[src/rtl/pll_cfg_pkg.sv]
// Shared definitions for the PLL reconfiguration register responder.
// Holds the register word map, the power-on PLL settings and the FSM state type.
// Contents: ADDR_* map, RST_* values, cfg_t register set, state_t, c_index_ok().
package pll_cfg_pkg;

   localparam logic [5:0] ADDR_MODE   = 6'd0;
   localparam logic [5:0] ADDR_STATUS = 6'd1;
   localparam logic [5:0] ADDR_START  = 6'd2;
   localparam logic [5:0] ADDR_N      = 6'd3;
   localparam logic [5:0] ADDR_M      = 6'd4;
   localparam logic [5:0] ADDR_C      = 6'd5;
   localparam logic [5:0] ADDR_K      = 6'd7;
   localparam logic [5:0] ADDR_BW     = 6'd8;
   localparam logic [5:0] ADDR_CP     = 6'd9;

   localparam logic [31:0] RST_MODE = 32'h0000_0000;
   localparam logic [31:0] RST_N    = 32'h0001_0000;
   localparam logic [31:0] RST_M    = 32'h0000_0160;
   localparam logic [31:0] RST_C0   = 32'h0002_0302;
   localparam logic [31:0] RST_K    = 32'h0000_0001;
   localparam logic [31:0] RST_BW   = 32'h0000_0007;
   localparam logic [31:0] RST_CP   = 32'h0000_0001;

   typedef enum logic [1:0] {IDLE, RD_WAIT, APPLY, RELOCK} state_t;

   // One full PLL setting; used for both the shadow and the committed copy.
   typedef struct packed {
      logic [31:0] mode;
      logic [31:0] n;
      logic [31:0] m;
      logic [31:0] c0;
      logic [31:0] k;
      logic [31:0] bw;
      logic [31:0] cp;
   } cfg_t;

   localparam cfg_t CFG_RESET = '{mode: RST_MODE, n: RST_N, m: RST_M, c0: RST_C0,
                                  k: RST_K, bw: RST_BW, cp: RST_CP};

   // Only counter C0 exists in this model; the index lives in writedata[22:18].
   function automatic logic c_index_ok(input logic [4:0] idx);
      return (idx == 5'd0);
   endfunction

endpackage

[src/rtl/cfg_delay_cnt.sv]
// Reloadable down-counter shared by the apply-wait and relock timers.
// Latency: done is high once the count reaches zero; load takes effect next edge.
// Ports: CLK_50M/RESET, load + load_val (reload), done (count is zero, holds there).
module cfg_delay_cnt #(
   parameter int            W         = 16,
   parameter logic [W-1:0]  RESET_VAL = '0
) (
   input  logic         CLK_50M,
   input  logic         RESET,
   input  logic         load,
   input  logic [W-1:0] load_val,
   output logic         done
);

   logic [W-1:0] cnt;

   always_ff @(posedge CLK_50M) begin
      if (RESET)
         cnt <= RESET_VAL;
      else if (load)
         cnt <= load_val;
      else if (cnt != '0)
         cnt <= cnt - W'(1);
   end

   assign done = (cnt == '0);

endmodule

[src/rtl/pll_cfg_responder.sv]
// Behavioural PLL reconfiguration slave: shadow registers, start-triggered apply, relock model.
// Latency: writes accepted at once in IDLE/RELOCK; reads take one wait cycle; start stalls APPLY_CYCLES.
// Backpressure: mgmt_waitrequest; requests seen while it is high are dropped, master must hold them.
// Ports: mgmt_* register bus, locked, act_* committed settings, apply_cnt, sticky err.
module pll_cfg_responder
   import pll_cfg_pkg::*;
#(
   parameter int APPLY_CYCLES = 16,
   parameter int LOCK_CYCLES  = 64
) (
   input  logic        CLK_50M,
   input  logic        RESET,
   input  logic [5:0]  mgmt_address,
   input  logic        mgmt_write,
   input  logic        mgmt_read,
   input  logic [31:0] mgmt_writedata,
   output logic [31:0] mgmt_readdata,
   output logic        mgmt_waitrequest,
   output logic        locked,
   output logic [31:0] act_m,
   output logic [31:0] act_n,
   output logic [31:0] act_c0,
   output logic [31:0] act_k,
   output logic [31:0] act_bw,
   output logic [31:0] act_cp,
   output logic [15:0] apply_cnt,
   output logic        err
);

   // The counter is loaded with N-1 so that a state lasts exactly N cycles.
   localparam logic [15:0] APPLY_LD = 16'(APPLY_CYCLES - 1);
   localparam logic [15:0] LOCK_LD  = 16'(LOCK_CYCLES - 1);

   state_t      state, state_nxt;
   cfg_t        shadow, act;
   logic        cnt_load, cnt_done;
   logic [15:0] cnt_val;
   logic        wr_acc, start, commit, busy, bad_addr;
   logic [31:0] rd_mux;

   cfg_delay_cnt #(.W(16), .RESET_VAL(LOCK_LD)) u_delay (
      .CLK_50M  (CLK_50M),
      .RESET    (RESET),
      .load     (cnt_load),
      .load_val (cnt_val),
      .done     (cnt_done)
   );

   assign busy   = (state == APPLY) || (state == RELOCK);
   assign wr_acc = mgmt_write && ((state == IDLE) || (state == RELOCK));
   assign start  = wr_acc && (mgmt_address == ADDR_START);
   assign commit = (state == APPLY) && cnt_done;

   always_comb begin
      state_nxt        = state;
      mgmt_waitrequest = 1'b0;
      cnt_load         = 1'b0;
      cnt_val          = APPLY_LD;
      case (state)
         IDLE: begin
            if (start) begin
               state_nxt = APPLY;
               cnt_load  = 1'b1;
            end else if (mgmt_read && !mgmt_write) begin
               // A read alongside a write is dropped, so only a lone read stalls.
               mgmt_waitrequest = 1'b1;
               state_nxt        = RD_WAIT;
            end
         end
         RD_WAIT: state_nxt = IDLE;
         APPLY: begin
            mgmt_waitrequest = 1'b1;
            if (cnt_done) begin
               state_nxt = RELOCK;
               cnt_load  = 1'b1;
               cnt_val   = LOCK_LD;
            end
         end
         RELOCK: begin
            // A fresh start outranks lock completion in the same cycle.
            if (start) begin
               state_nxt = APPLY;
               cnt_load  = 1'b1;
            end else if (cnt_done) begin
               state_nxt = IDLE;
            end
         end
         default: state_nxt = IDLE;
      endcase
   end

   always_comb begin
      bad_addr = 1'b0;
      case (mgmt_address)
         ADDR_MODE, ADDR_START, ADDR_N, ADDR_M,
         ADDR_K, ADDR_BW, ADDR_CP: bad_addr = 1'b0;
         ADDR_C:                   bad_addr = !c_index_ok(mgmt_writedata[22:18]);
         default:                  bad_addr = 1'b1;
      endcase
   end

   always_comb begin
      rd_mux = '0;
      case (mgmt_address)
         ADDR_MODE:   rd_mux = shadow.mode;
         ADDR_STATUS: rd_mux = {30'b0, locked, busy};
         ADDR_N:      rd_mux = shadow.n;
         ADDR_M:      rd_mux = shadow.m;
         ADDR_C:      rd_mux = shadow.c0;
         ADDR_K:      rd_mux = shadow.k;
         ADDR_BW:     rd_mux = shadow.bw;
         ADDR_CP:     rd_mux = shadow.cp;
         default:     rd_mux = '0;
      endcase
   end

   always_ff @(posedge CLK_50M) begin
      if (RESET) begin
         state         <= RELOCK;
         shadow        <= CFG_RESET;
         act           <= CFG_RESET;
         apply_cnt     <= '0;
         err           <= 1'b0;
         locked        <= 1'b0;
         mgmt_readdata <= '0;
      end else begin
         state <= state_nxt;
         if (wr_acc) begin
            case (mgmt_address)
               ADDR_MODE: shadow.mode <= mgmt_writedata;
               ADDR_N:    shadow.n    <= mgmt_writedata;
               ADDR_M:    shadow.m    <= mgmt_writedata;
               ADDR_C:    if (!bad_addr) shadow.c0 <= mgmt_writedata;
               ADDR_K:    shadow.k    <= mgmt_writedata;
               ADDR_BW:   shadow.bw   <= mgmt_writedata;
               ADDR_CP:   shadow.cp   <= mgmt_writedata;
               default:   ;
            endcase
            if (bad_addr || mgmt_read)
               err <= 1'b1;
         end
         if (commit) begin
            act       <= shadow;
            apply_cnt <= apply_cnt + 16'd1;
         end
         if (start)
            locked <= 1'b0;
         else if ((state == RELOCK) && cnt_done)
            locked <= 1'b1;
         if ((state == IDLE) && mgmt_read && !mgmt_write)
            mgmt_readdata <= rd_mux;
      end
   end

   assign act_m  = act.m;
   assign act_n  = act.n;
   assign act_c0 = act.c0;
   assign act_k  = act.k;
   assign act_bw = act.bw;
   assign act_cp = act.cp;

endmodule
[config.mk]
export PLATFORM = sky130hd
export DESIGN_NAME = pll_cfg_responder
export DESIGN_NICKNAME = d
export VERILOG_FILES = /design/src/rtl/pll_cfg_pkg.sv /design/src/rtl/cfg_delay_cnt.sv /design/src/rtl/pll_cfg_responder.sv
export SDC_FILE = /design/constraint.sdc
export NUM_CORES = 1
export LEC_CHECK = 0
export CAP_MARGIN = 5
export CORE_MARGIN = 2
export CORE_UTILIZATION = 40
export CTS_CLUSTER_DIAMETER = 80
export CTS_CLUSTER_SIZE = 24
export DETAILED_ROUTE_END_ITERATION = 10
export HOLD_SLACK_MARGIN = 0.05
export PLACE_DENSITY = 0.61
export SLEW_MARGIN = 30
export SYNTH_ARGS = -nofsm -noshare
export SYNTH_HDL_FRONTEND = slang
export SYNTH_HIERARCHICAL = 1
export SYNTH_SLANG_ARGS = --single-unit
export TNS_END_PERCENT = 5
[constraint.sdc]
create_clock -name CLK_50M -period 2.9 [get_ports CLK_50M]
set_input_delay 0.58 -clock CLK_50M [delete_from_list [all_inputs] [get_ports CLK_50M]]
set_output_delay 0.58 -clock CLK_50M [all_outputs]
set_load 0.01 [all_outputs]
==> impl_metrics.yaml <==
die:
  start_util_pct: 40.2
  die_area_um2: 50700
  pin_count: 285
  core_area_um2: 48600
  die_x_um: 225
  rows: 81
  die_h_um: 225
power_and_ir_drop:
  combPwrFrac_pct: 7.1
  power_frac_seq_pct: 57.0
  clkPwrFrac_pct: 36.0
  p_int_mw: 8.78
  ir_drop_mv: 0.299
  switching_share_pct: 25.6
  p_switching_mw: 3.02
  p_per_area_nw_per_um2: 488
  p_leak_nw: 7.63
synth:
  seq_area_frac_synth_pct: 49.5
  synth_fa_ha_area_share_pct: 0.448
  yosys.area.top_type: "dfxtp_1"
  yosys_warnings: 6
  synth_top_family_by_area: "simple AND/OR/NAND/NOR gates"
  synth-edff-count: 0
  syn_avg_cell_area_um2: 7.75
  synth_top_area_share_pct: 49.5
  async_reset_ff_share_pct: 0
  synthSimpleGateAreaFrac_pct: 23.6
  synth-main-ff-cell: "dfxtp_1"
  syn_inst: 2523
  syn-cell-area_um2: 19600
  synth_area_leaders: "dfxtp_1 50%, nand2_1 15%, a21oi_1 10%"
  synth_xor_area_share_pct: 0.896
  muxShareOfSynthArea_pct: 1.80
  ys_types: 62
  synth_compound_area_share_pct: 16.8
  synth.ff_latch_count: 484
global_route:
  grt_use_total_pct: 25.2
  grt_pass1_wl_mm: 99.9
  grt_max_degree: 181
  grt_pass1_vias: 16600
  grt-ovfl-total: 0
  antenna_found_initial: 2
drt:
  detail_route.wl_per_cell_um: 19.7
  drt_iter0_drc: 1877
  drt-total-wl_mm: 66.3
  vias_per_cell: 5.38
  via_count: 18200
  ant_nets: 0
  drtPass1Iterations: 5
  drc: 0
worst_hold_path:
  hp-class: "primary input to flip-flop"
  hold_depth: 2
  holdPathEnd: "apply_cnt[1]"
  hp-start: "RESET"
clock_network:
  clk_latency_ns: 0.61
  clock_path_buffers: 3
  htree_levels: 1
  cts_tree: "yes"
  holdBufCountCts: 0
  cts.sinks: 484
  cts_buffers: 27
  clockRootBuffer: "clkbuf_16"
  post_cts_buffers: 0
  clk_transition_reported_paths_ns: 0.10
  cts_resized: 0
worst_setup_path:
  crit_path_top_delay_cell: "clkdlybuf4s50_1"
  path_cells: "inv_1 -> ha_1 -> nand2b_1 -> clkdlybuf4s50_1"
  slowest_delay_ns: 0.54
  startpoint: "state[0]"
  startpoint_type: "flip-flop"
  reg2reg_depth: 9
  crit_buf_inv: 2
  path_delay_family: "buffers and inverters"
  worstPathRequired_ns: 2.32
  crit_type: "flip-flop to output port"
  r2r_setup_slack_ns: 0.34
  arrival_ns: 2.16
  reg2reg_from: "u_delay/cnt[0]"
  cp-end-kind: "output port"
  path_max_fanout: 7
  reg2reg_to: "act_m[29]"
final_layout:
  fin_nets: 2787
  seq_area_um2: 9690
  diodes: 0
  syn_to_final_growth_pct: 23.8
  fin_area_um2: 24200
  fill_cells: 4741
  drive_gt1_share_pct: 6.28
  multi_input_area_um2: 8640
placement:
  dp_slack_ns: 0.0188
  placed_cell_area_um2: 23400
  routabilityCongestion: 0.897
  dp_hpwl_mm: 45.7
  io_buffers: 284
sta:
  finalSetupViolCount: 0
  setup_tns_ns: 0
  fin_worst_skew_ns: 0.0170
  worstMarginPinSlew_ns: 0.957
  fmax_mhz: 366
  finalCriticalPeriod_ns: 2.74
  hold_slack_ns: 0.281
  slew_viol_final: 0
  slew_headroom_pct: 36.2
  rsz0062_at_grt: "no"
  finalCritPeriodShare_pct: 94.3
  hold_viol: 0
  layout_setup_ws_ns: 0.164
run:
  drv_cap: 0
run_status:
  status: "finished clean"
[per-layer routing]
| metal | share of wire [%] | global-route usage, % |
|---|---|---|
| met5 | 0 | 0 |
| met4 | 3.1 | 8.35 |
| met3 | 7.8 | 4.12 |
| met2 | 43 | 36.9 |
| met1 | 46 | 37.4 |
[metrics by stage]
step                      utilization [%]  total power [mW]  cells
after floorplan                         -              7.31   2535
after global placement               48.0              7.68   3331
after detailed placement             48.0              7.70   3331
after CTS                            49.8              11.9   3376
after global routing                 49.8              12.2   3376
final                                49.8              11.8   3376
[power groups by stage]
stage          Sequential [mW]  Combinational [mW]  Clock, mW
6_report                  6.72               0.837       4.24
5_1_grt                   6.73               0.895       4.56
4_1_cts                   6.72               0.829       4.35
3_5_place_dp              6.88               0.826          0
3_3_place_gp              6.87               0.808          0
2_1_floorplan             6.87               0.443          0
[how the worst max path moves through the flow]
stage                                  end  slack [ns]  cells past startpoint
after floorplan             u_delay/cnt[4]        0.28                     14
after CTS                 mgmt_waitrequest        0.14                      4
after detailed placement  mgmt_readdata[7]        0.02                      7
after global routing      mgmt_waitrequest        0.06                      4
final                     mgmt_waitrequest        0.16                      4
after global placement    mgmt_readdata[7]        0.05                      7
[logic make-up (layout without fill, tap and decap cells)]
family          Yosys count  count (layout)
compound gates          573             573
xor+xnor                 20              20
fa+ha+maj                 7               7
buf+inv                 314             533
flops                   484             484
mux                      35              35
other cells               2              14
simple gates           1088            1088
[Yosys cell counts (11+ instances only)]
cell,n
a22oi_1,29
clkbuf_1,116
nand2_1,805
mux2i_1,33
o211ai_1,56
nor3_1,139
a21oi_1,396
nor2_1,25
buf_1,22
nand2b_1,11
buf_6,11
or3_1,11
xnor2_1,11
buf_2,51
o41ai_1,30
o21ai_1,24
inv_1,111
dfxtp_1,484
nand3_1,39
[cell type report]
class                   count  share of cell area (%)
repair buffers            375                    15.8
flip-flops and latches    484                    40.0
well taps                 622                    3.21
inverters                 113                    1.77
clock inverters            16                   0.589
clock buffers              29                    2.90
multi-input cells        1737                    35.7
[registers in the layout, indices dropped and copies added, names as in the netlist]
name	cells
shadow	224
act_bw	32
act_c0	32
act_cp	32
act_k	32
act_m	32
act_n	32
mgmt_readdata	32
apply_cnt	16
u_delay/cnt	16
state	2
err	1
locked	1
[placed cells by master, fill, tap and decap left out, types with 14 or more instances in the layout]
master | Yosys | final
o211ai_1 | 56 | 56
o21ai_1 | 24 | 24
o41ai_1 | 30 | 30
buf_12 | 0 | 24
clkdlybuf4s50_1 | 0 | 282
nor2_1 | 25 | 24
inv_1 | 111 | 111
nor3_1 | 139 | 139
conb_1 | 2 | 14
mux2i_1 | 33 | 33
nand3_1 | 39 | 39
nand2_1 | 805 | 804
a22oi_1 | 29 | 29
clkbuf_16 | 0 | 27
a21oi_1 | 396 | 396
buf_4 | 1 | 67
dfxtp_1 | 484 | 484
No activity file was read; power rests on OpenSTA's default activity.
